`src/rtl/cache_write_buffer_if.sv`:
```
// cache_write_buffer_if
//   Groups the cache-side request port and the memory-side request/ack
//   port of the cache write buffer.
//   Cache side : read_req, write_req, addr, wdata -> rdata, rvalid,
//                wr_stall, wb_empty
//   Memory side: mem_req, mem_we, mem_addr, mem_wdata -> mem_rdata, mem_ack
//   slave  : view taken by the write buffer itself
//   master : view taken by the environment (cache + memory)
interface cache_write_buffer_if #(
    parameter int ADDR_W = 32,
    parameter int DATA_W = 32
);
    logic              read_req;
    logic              write_req;
    logic [ADDR_W-1:0] addr;
    logic [DATA_W-1:0] wdata;
    logic [DATA_W-1:0] rdata;
    logic              rvalid;
    logic              wr_stall;
    logic              wb_empty;
    logic              mem_req;
    logic              mem_we;
    logic [ADDR_W-1:0] mem_addr;
    logic [DATA_W-1:0] mem_wdata;
    logic [DATA_W-1:0] mem_rdata;
    logic              mem_ack;

    modport slave (
        input  read_req, write_req, addr, wdata, mem_rdata, mem_ack,
        output rdata, rvalid, wr_stall, wb_empty,
               mem_req, mem_we, mem_addr, mem_wdata
    );

    modport master (
        output read_req, write_req, addr, wdata, mem_rdata, mem_ack,
        input  rdata, rvalid, wr_stall, wb_empty,
               mem_req, mem_we, mem_addr, mem_wdata
    );
endinterface

```
`src/rtl/cache_write_buffer.sv`:
```
// cache_write_buffer
//   Write-through buffer between the cache controller and main memory.
//   Cache writes are absorbed into a DEPTH-entry FIFO and drained to memory
//   one at a time; read misses take priority over draining and are
//   forwarded from the buffer when they hit a buffered (or same-cycle) write.
//   At most one memory access is outstanding.
// Ports
//   clk  : clock, rising edge
//   rst  : asynchronous active-low reset
//   bus  : cache_write_buffer_if.slave (cache request port + memory port)
module cache_write_buffer #(
    parameter int ADDR_W = 32,
    parameter int DATA_W = 32,
    parameter int DEPTH  = 4
) (
    input  logic                 clk,
    input  logic                 rst,
    cache_write_buffer_if.slave  bus
);

    localparam int CW = $clog2(DEPTH + 1);
    localparam int PW = $clog2(DEPTH);
    localparam logic [CW-1:0] FULL_COUNT = CW'(DEPTH);

    typedef enum logic [1:0] {
        IDLE  = 2'd0,
        WRITE = 2'd1,
        READ  = 2'd2,
        RESP  = 2'd3
    } state_t;

    state_t            r_state;
    state_t            w_state_nxt;

    logic [ADDR_W-1:0] r_ent_addr [DEPTH];
    logic [DATA_W-1:0] r_ent_data [DEPTH];
    logic [DEPTH-1:0]  r_valid;
    logic [PW-1:0]     r_head;
    logic [PW-1:0]     r_tail;
    logic [CW-1:0]     r_count;

    logic [DATA_W-1:0] r_rdata;
    logic [DATA_W-1:0] w_rdata_nxt;
    logic [ADDR_W-1:0] r_mem_addr;
    logic [ADDR_W-1:0] w_mem_addr_nxt;
    logic [DATA_W-1:0] r_mem_wdata;
    logic [DATA_W-1:0] w_mem_wdata_nxt;

    logic              w_full;
    logic              w_accept;
    logic              w_deq;
    logic              w_fwd_hit;
    logic [DATA_W-1:0] w_fwd_data;

    // ------------------------------------------------------------------
    // FIFO control
    // ------------------------------------------------------------------
    assign w_full   = (r_count == FULL_COUNT);
    assign w_accept = bus.write_req && !w_full;
    // An entry leaves the buffer only once memory acknowledges its write.
    assign w_deq    = (r_state == WRITE) && bus.mem_ack;

    always_ff @(posedge clk or negedge rst) begin
        if (!rst) begin
            r_head  <= '0;
            r_tail  <= '0;
            r_count <= '0;
            r_valid <= '0;
        end else begin
            if (w_deq) begin
                r_head          <= r_head + 1'b1;
                r_valid[r_head] <= 1'b0;
            end
            if (w_accept) begin
                r_tail          <= r_tail + 1'b1;
                r_valid[r_tail] <= 1'b1;
            end
            case ({w_accept, w_deq})
                2'b10:   r_count <= r_count + 1'b1;
                2'b01:   r_count <= r_count - 1'b1;
                default: r_count <= r_count;
            endcase
        end
    end

    // Entry payload needs no reset: r_valid qualifies every use.
    always_ff @(posedge clk) begin
        if (w_accept) begin
            r_ent_addr[r_tail] <= bus.addr;
            r_ent_data[r_tail] <= bus.wdata;
        end
    end

    // ------------------------------------------------------------------
    // Read forwarding
    // Entries are scanned oldest (head) to youngest, so a later match
    // overrides an earlier one; a write accepted this same cycle is the
    // youngest of all and is checked last.
    // ------------------------------------------------------------------
    always_comb begin
        w_fwd_hit  = 1'b0;
        w_fwd_data = '0;
        for (int unsigned k = 0; k < DEPTH; k++) begin
            if (r_valid[r_head + PW'(k)] &&
                (r_ent_addr[r_head + PW'(k)] == bus.addr)) begin
                w_fwd_hit  = 1'b1;
                w_fwd_data = r_ent_data[r_head + PW'(k)];
            end
        end
        if (w_accept) begin
            // The write shares the request address, so it always matches.
            w_fwd_hit  = 1'b1;
            w_fwd_data = bus.wdata;
        end
    end

    // ------------------------------------------------------------------
    // Access FSM
    // ------------------------------------------------------------------
    always_ff @(posedge clk or negedge rst) begin
        if (!rst) begin
            r_state     <= IDLE;
            r_rdata     <= '0;
            r_mem_addr  <= '0;
            r_mem_wdata <= '0;
        end else begin
            r_state     <= w_state_nxt;
            r_rdata     <= w_rdata_nxt;
            r_mem_addr  <= w_mem_addr_nxt;
            r_mem_wdata <= w_mem_wdata_nxt;
        end
    end

    always_comb begin
        w_state_nxt     = r_state;
        w_rdata_nxt     = r_rdata;
        w_mem_addr_nxt  = r_mem_addr;
        w_mem_wdata_nxt = r_mem_wdata;
        case (r_state)
            IDLE: begin
                if (bus.read_req) begin
                    if (w_fwd_hit) begin
                        w_rdata_nxt = w_fwd_data;
                        w_state_nxt = RESP;
                    end else begin
                        w_mem_addr_nxt = bus.addr;
                        w_state_nxt    = READ;
                    end
                end else if (r_count != '0) begin
                    // Head entry cannot be overwritten while it is in
                    // flight: it stays valid until its ack.
                    w_mem_addr_nxt  = r_ent_addr[r_head];
                    w_mem_wdata_nxt = r_ent_data[r_head];
                    w_state_nxt     = WRITE;
                end
            end
            WRITE: begin
                if (bus.mem_ack) begin
                    w_state_nxt = IDLE;
                end
            end
            READ: begin
                if (bus.mem_ack) begin
                    w_rdata_nxt = bus.mem_rdata;
                    w_state_nxt = RESP;
                end
            end
            RESP: begin
                w_state_nxt = IDLE;
            end
            default: begin
                w_state_nxt = IDLE;
            end
        endcase
    end

    // ------------------------------------------------------------------
    // Outputs decoded from registered state, so reset clears them at once
    // ------------------------------------------------------------------
    assign bus.mem_req   = (r_state == WRITE) || (r_state == READ);
    assign bus.mem_we    = (r_state == WRITE);
    assign bus.mem_addr  = r_mem_addr;
    assign bus.mem_wdata = r_mem_wdata;
    assign bus.rvalid    = (r_state == RESP);
    assign bus.rdata     = r_rdata;
    assign bus.wr_stall  = w_full;
    assign bus.wb_empty  = (r_count == '0) && (r_state != WRITE);

endmodule

```
`src/flat_wrapper.sv`:
```
// flat-port wrapper written by rule: the top's interface ports become plain ports
module cache_write_buffer_flat 
#(
    parameter int ADDR_W = 32,
    parameter int DATA_W = 32,
    parameter int DEPTH  = 4
)
  (clk, rst, bus_read_req, bus_write_req, bus_addr, bus_wdata, bus_mem_rdata, bus_mem_ack, bus_rdata, bus_rvalid, bus_wr_stall, bus_wb_empty, bus_mem_req, bus_mem_we, bus_mem_addr, bus_mem_wdata);
  cache_write_buffer_if #(.ADDR_W(ADDR_W), .DATA_W(DATA_W)) bus_i ();
  input  logic clk;
  input  logic rst;
  input wire logic [$bits(bus_i.read_req)-1:0] bus_read_req;
  input wire logic [$bits(bus_i.write_req)-1:0] bus_write_req;
  input wire logic [$bits(bus_i.addr)-1:0] bus_addr;
  input wire logic [$bits(bus_i.wdata)-1:0] bus_wdata;
  input wire logic [$bits(bus_i.mem_rdata)-1:0] bus_mem_rdata;
  input wire logic [$bits(bus_i.mem_ack)-1:0] bus_mem_ack;
  output wire logic [$bits(bus_i.rdata)-1:0] bus_rdata;
  output wire logic [$bits(bus_i.rvalid)-1:0] bus_rvalid;
  output wire logic [$bits(bus_i.wr_stall)-1:0] bus_wr_stall;
  output wire logic [$bits(bus_i.wb_empty)-1:0] bus_wb_empty;
  output wire logic [$bits(bus_i.mem_req)-1:0] bus_mem_req;
  output wire logic [$bits(bus_i.mem_we)-1:0] bus_mem_we;
  output wire logic [$bits(bus_i.mem_addr)-1:0] bus_mem_addr;
  output wire logic [$bits(bus_i.mem_wdata)-1:0] bus_mem_wdata;
  assign bus_i.read_req = bus_read_req;
  assign bus_i.write_req = bus_write_req;
  assign bus_i.addr = bus_addr;
  assign bus_i.wdata = bus_wdata;
  assign bus_i.mem_rdata = bus_mem_rdata;
  assign bus_i.mem_ack = bus_mem_ack;
  assign bus_rdata = bus_i.rdata;
  assign bus_rvalid = bus_i.rvalid;
  assign bus_wr_stall = bus_i.wr_stall;
  assign bus_wb_empty = bus_i.wb_empty;
  assign bus_mem_req = bus_i.mem_req;
  assign bus_mem_we = bus_i.mem_we;
  assign bus_mem_addr = bus_i.mem_addr;
  assign bus_mem_wdata = bus_i.mem_wdata;
  cache_write_buffer #(.ADDR_W(ADDR_W), .DATA_W(DATA_W), .DEPTH(DEPTH)) u_core (.clk(clk), .rst(rst), .bus(bus_i));
endmodule
```
`config.mk`:
```
export PLATFORM = sky130hd
export DESIGN_NAME = cache_write_buffer_flat
export DESIGN_NICKNAME = d
export VERILOG_FILES = /design/src/rtl/cache_write_buffer_if.sv /design/src/rtl/cache_write_buffer.sv /design/src/flat_wrapper.sv
export SDC_FILE = /design/constraint.sdc
export NUM_CORES = 1
export LEC_CHECK = 0
export ABC_AREA = 1
export CORE_MARGIN = 2
export CORE_UTILIZATION = 35
export CTS_CLUSTER_DIAMETER = 30
export CTS_CLUSTER_SIZE = 20
export DETAILED_ROUTE_END_ITERATION = 8
export SLEW_MARGIN = 40
export SYNTH_ARGS = -nofsm -noshare
export SYNTH_HDL_FRONTEND = slang
export SYNTH_SLANG_ARGS = --single-unit
```
`constraint.sdc`:
```
create_clock -name clk -period 5.6 [get_ports clk]
set_input_delay 0.84 -clock clk [delete_from_list [all_inputs] [get_ports clk]]
set_output_delay 0.84 -clock clk [all_outputs]
set_load 0.01 [all_outputs]
```
==> run summary <==
status: completed
CP required: 6.17 ns
Worst Reg-to-Reg Cells: 20
number of global-route vias before repair: 21200
Final setup viols: 0
post-synthesis sequential area ratio: 0.445
design area: 0.0296 mm²
Synth area leader: edfxtp_1
Final ANT Viol Nets: 0
Leak: 13.7 nW
initial antenna violation count: 7
Pins Over Slew Limit: 0
final period utilization: 0.788
drt wl/cell: 18.4 µm
# rows: 94
PostCTS Resize Cnt: 0
share of Yosys cell area claimed by the top area cell type: 0.329
total grt overflow: 0
GRT Total Usage: 0.234
clk slew on worst S/H paths: 0.05 ns
largest cells by area after synthesis: edfxtp_1, nand2_1, dfrtp_1, nand3_1, o21ai_0
Post-Syn Area: 0.0234 mm²
WL met1: 35000 µm
core footprint: 0.0660 mm²
RSZ-0062 raised after global routing: false
placed cell area: 0.0261 mm²
vias: 22900
worst min path class: primary input to asynchronous set/reset pin
setup TNS: 0 ns
reg2reg start: u_core.r_head[0]
die span in y: 263 µm
Yosys Warn Count: 0
Post-Route WL: 81500 µm
IO Port Bufs: 201
max_cap viols: 0
final-stage net count: 3598
Post-CTS Setup Inserts: 0
CTS Hold Bufs: 0
Die ar.: 0.0689 mm²
Met2 Wirelength: 36600 µm
later-pin clock latency in the skew report: 0.64 ns
clk sinks: 365
Worst setup EP type: flip-flop
WL met3: 6570 µm
flop2flop setup slack: 1.19 ns
crit path time final: 4.41 ns
clk root buf: clkbuf_16
pin count of the biggest net entering global routing: 197
vias per inst: 5.17
Max-Slew Margin vs Limit: 0.368
first-pass GRT wire length: 125000 µm
critical setup path kind: flip-flop to flip-flop
commonest non-fill, non-tap cell in the layout: nand2_1
io pins: 202
Avg Cell Area, Syn: 7.03 µm²
total CTS buffers: 97
Worst Setup Start Kind: flip-flop
Initial Util: 0.354
worst slew pin tran: 0.938 ns
htree depth: 3
skew final: 0.0357 ns
uppermost routed layer: met5
#FFs+latches synth: 365
Pwr Total: 19.6 mW
Net Count, Synth: 3445
Netlist cell types: 34
DRC viols: 0
pwr/cell area: 663 mW/mm²
maximum clock rate: 0.227 GHz
Longest Clk Path Bufs: 3
DRT iter0 DRCs: 2220
HPWL Detailed: 56200 µm
die width: 263 µm
DR pass1 iterations: 6
GP Congestion: 1.00
cell count after synthesis: 3329
CP max FO: 162
CP arrival: 4.98 ns
Layout area overhead: 26.6%
FF-to-FF End: u_core.bus.rdata[18]
Hold Fails Final Rpt: 0
most frequent cells in the layout: nand2_1, nand3_1, o21ai_0
Peak VDD IR: 0.750 mV
TritonCTS clock tree: built
fraction of layout cells with a size suffix above 1: 0.0645
[logic make-up after synthesis]
group | after synthesis | synth area share
compound gates | 456 | 0.102
fa+ha+maj | 15 | 0.00835
xor+xnor | 19 | 0.00711
buf+inv | 437 | 0.0797
simple gates | 2037 | 0.357
flops | 365 | 0.445
[metrics by stage]
stage	instances	hold WS (ns)	util	setup slack, ns
finish	4433	0.176	0.449	1.19
global route	4433	0.200	0.449	0.938
CTS	4429	0.174	0.448	1.35
detailed placement	4246	0.464	0.395	1.34
global placement	4241	0.463	0.393	1.34
floorplan	3329	0.473	-	0.879
[synth_stat cells (all sizes together)]
cell type	instances
nand2	1371
nand3	435
o21ai	317
edfxtp	256
inv	253
nor2	179
buf	109
dfrtp	109
a21oi	101
clkbuf	75
nand4	34
o211ai	34
xor2	18
ha	14
and2	6
nor3	5
nand3b	3
a22oi	2
and3	2
nor3b	2
a211oi	1
fa	1
o21bai	1
xnor2	1
[worst max-delay path, cell delays in order (launching register included)]
cell,delay (ns)
dfrtp_4,0.42
clkinv_2,0.41
ha_4,0.48
buf_12,0.53
nand3_1,0.25
nand3_1,0.25
nand2_1,0.13
nor2_1,0.12
nand2_1,0.07
nor2_1,0.10
nand3_1,0.13
nor2_2,0.20
buf_4,0.46
a21oi_1,0.12
nand2_1,0.08
nand2_1,0.05
nand2_1,0.05
nand2_1,0.06
nand2_1,0.17
nand2_1,0.07
nand2_1,0.06
[routing by layer]
metal,global-route usage,up-vias
li1,-,11300
met1,0.313,10500
met2,0.368,959
met3,0.0434,182
met4,0.105,8
met5,0,-
[area by class of cell]
class / instances / area [µm²]
Fill cell: 6580 / 36400
Multi-Input combinational cell: 2527 / 11200
Sequential cell: 365 / 10400
Clock buffer: 130 / 2820
Timing Repair Buffer: 238 / 2480
Tap cell: 864 / 1080
Inverter: 253 / 957
Clock inverter: 53 / 683
Antenna cell: 3 / 7.51
[worst max path at each step]
stage                           startpoint                       to  slack [ns]  cells after the start
after detailed placement  u_core.r_head[0]     u_core.bus.rdata[18]        1.34                     20
after global placement    u_core.r_head[0]     u_core.bus.rdata[18]        1.34                     20
final                     u_core.r_head[0]     u_core.bus.rdata[18]        1.19                     20
after floorplan              bus_write_req  u_core.r_ent_addr[0][0]        0.88                      5
after CTS                 u_core.r_head[0]     u_core.bus.rdata[18]        1.35                     20
after global routing      u_core.r_head[0]     u_core.bus.rdata[10]        0.94                     20
[state kept, by name, summed over array words and instances, names as in the netlist]
| name | cells |
|---|---|
| u_core.r_ent_addr | 128 |
| u_core.r_ent_data | 128 |
| u_core.bus.mem_addr | 32 |
| u_core.bus.mem_wdata | 32 |
| u_core.bus.rdata | 32 |
| u_core.r_valid | 4 |
| u_core.r_count | 3 |
| u_core.r_head | 2 |
| u_core.r_state | 2 |
| u_core.r_tail | 2 |
[power by group]
part | switching [mW] | internal, mW
Clock | 1.76 | 4.04
Sequential | 0.370 | 3.70
Combinational | 6.71 | 3.05
Note: power is estimated with default switching activity, not from simulation.
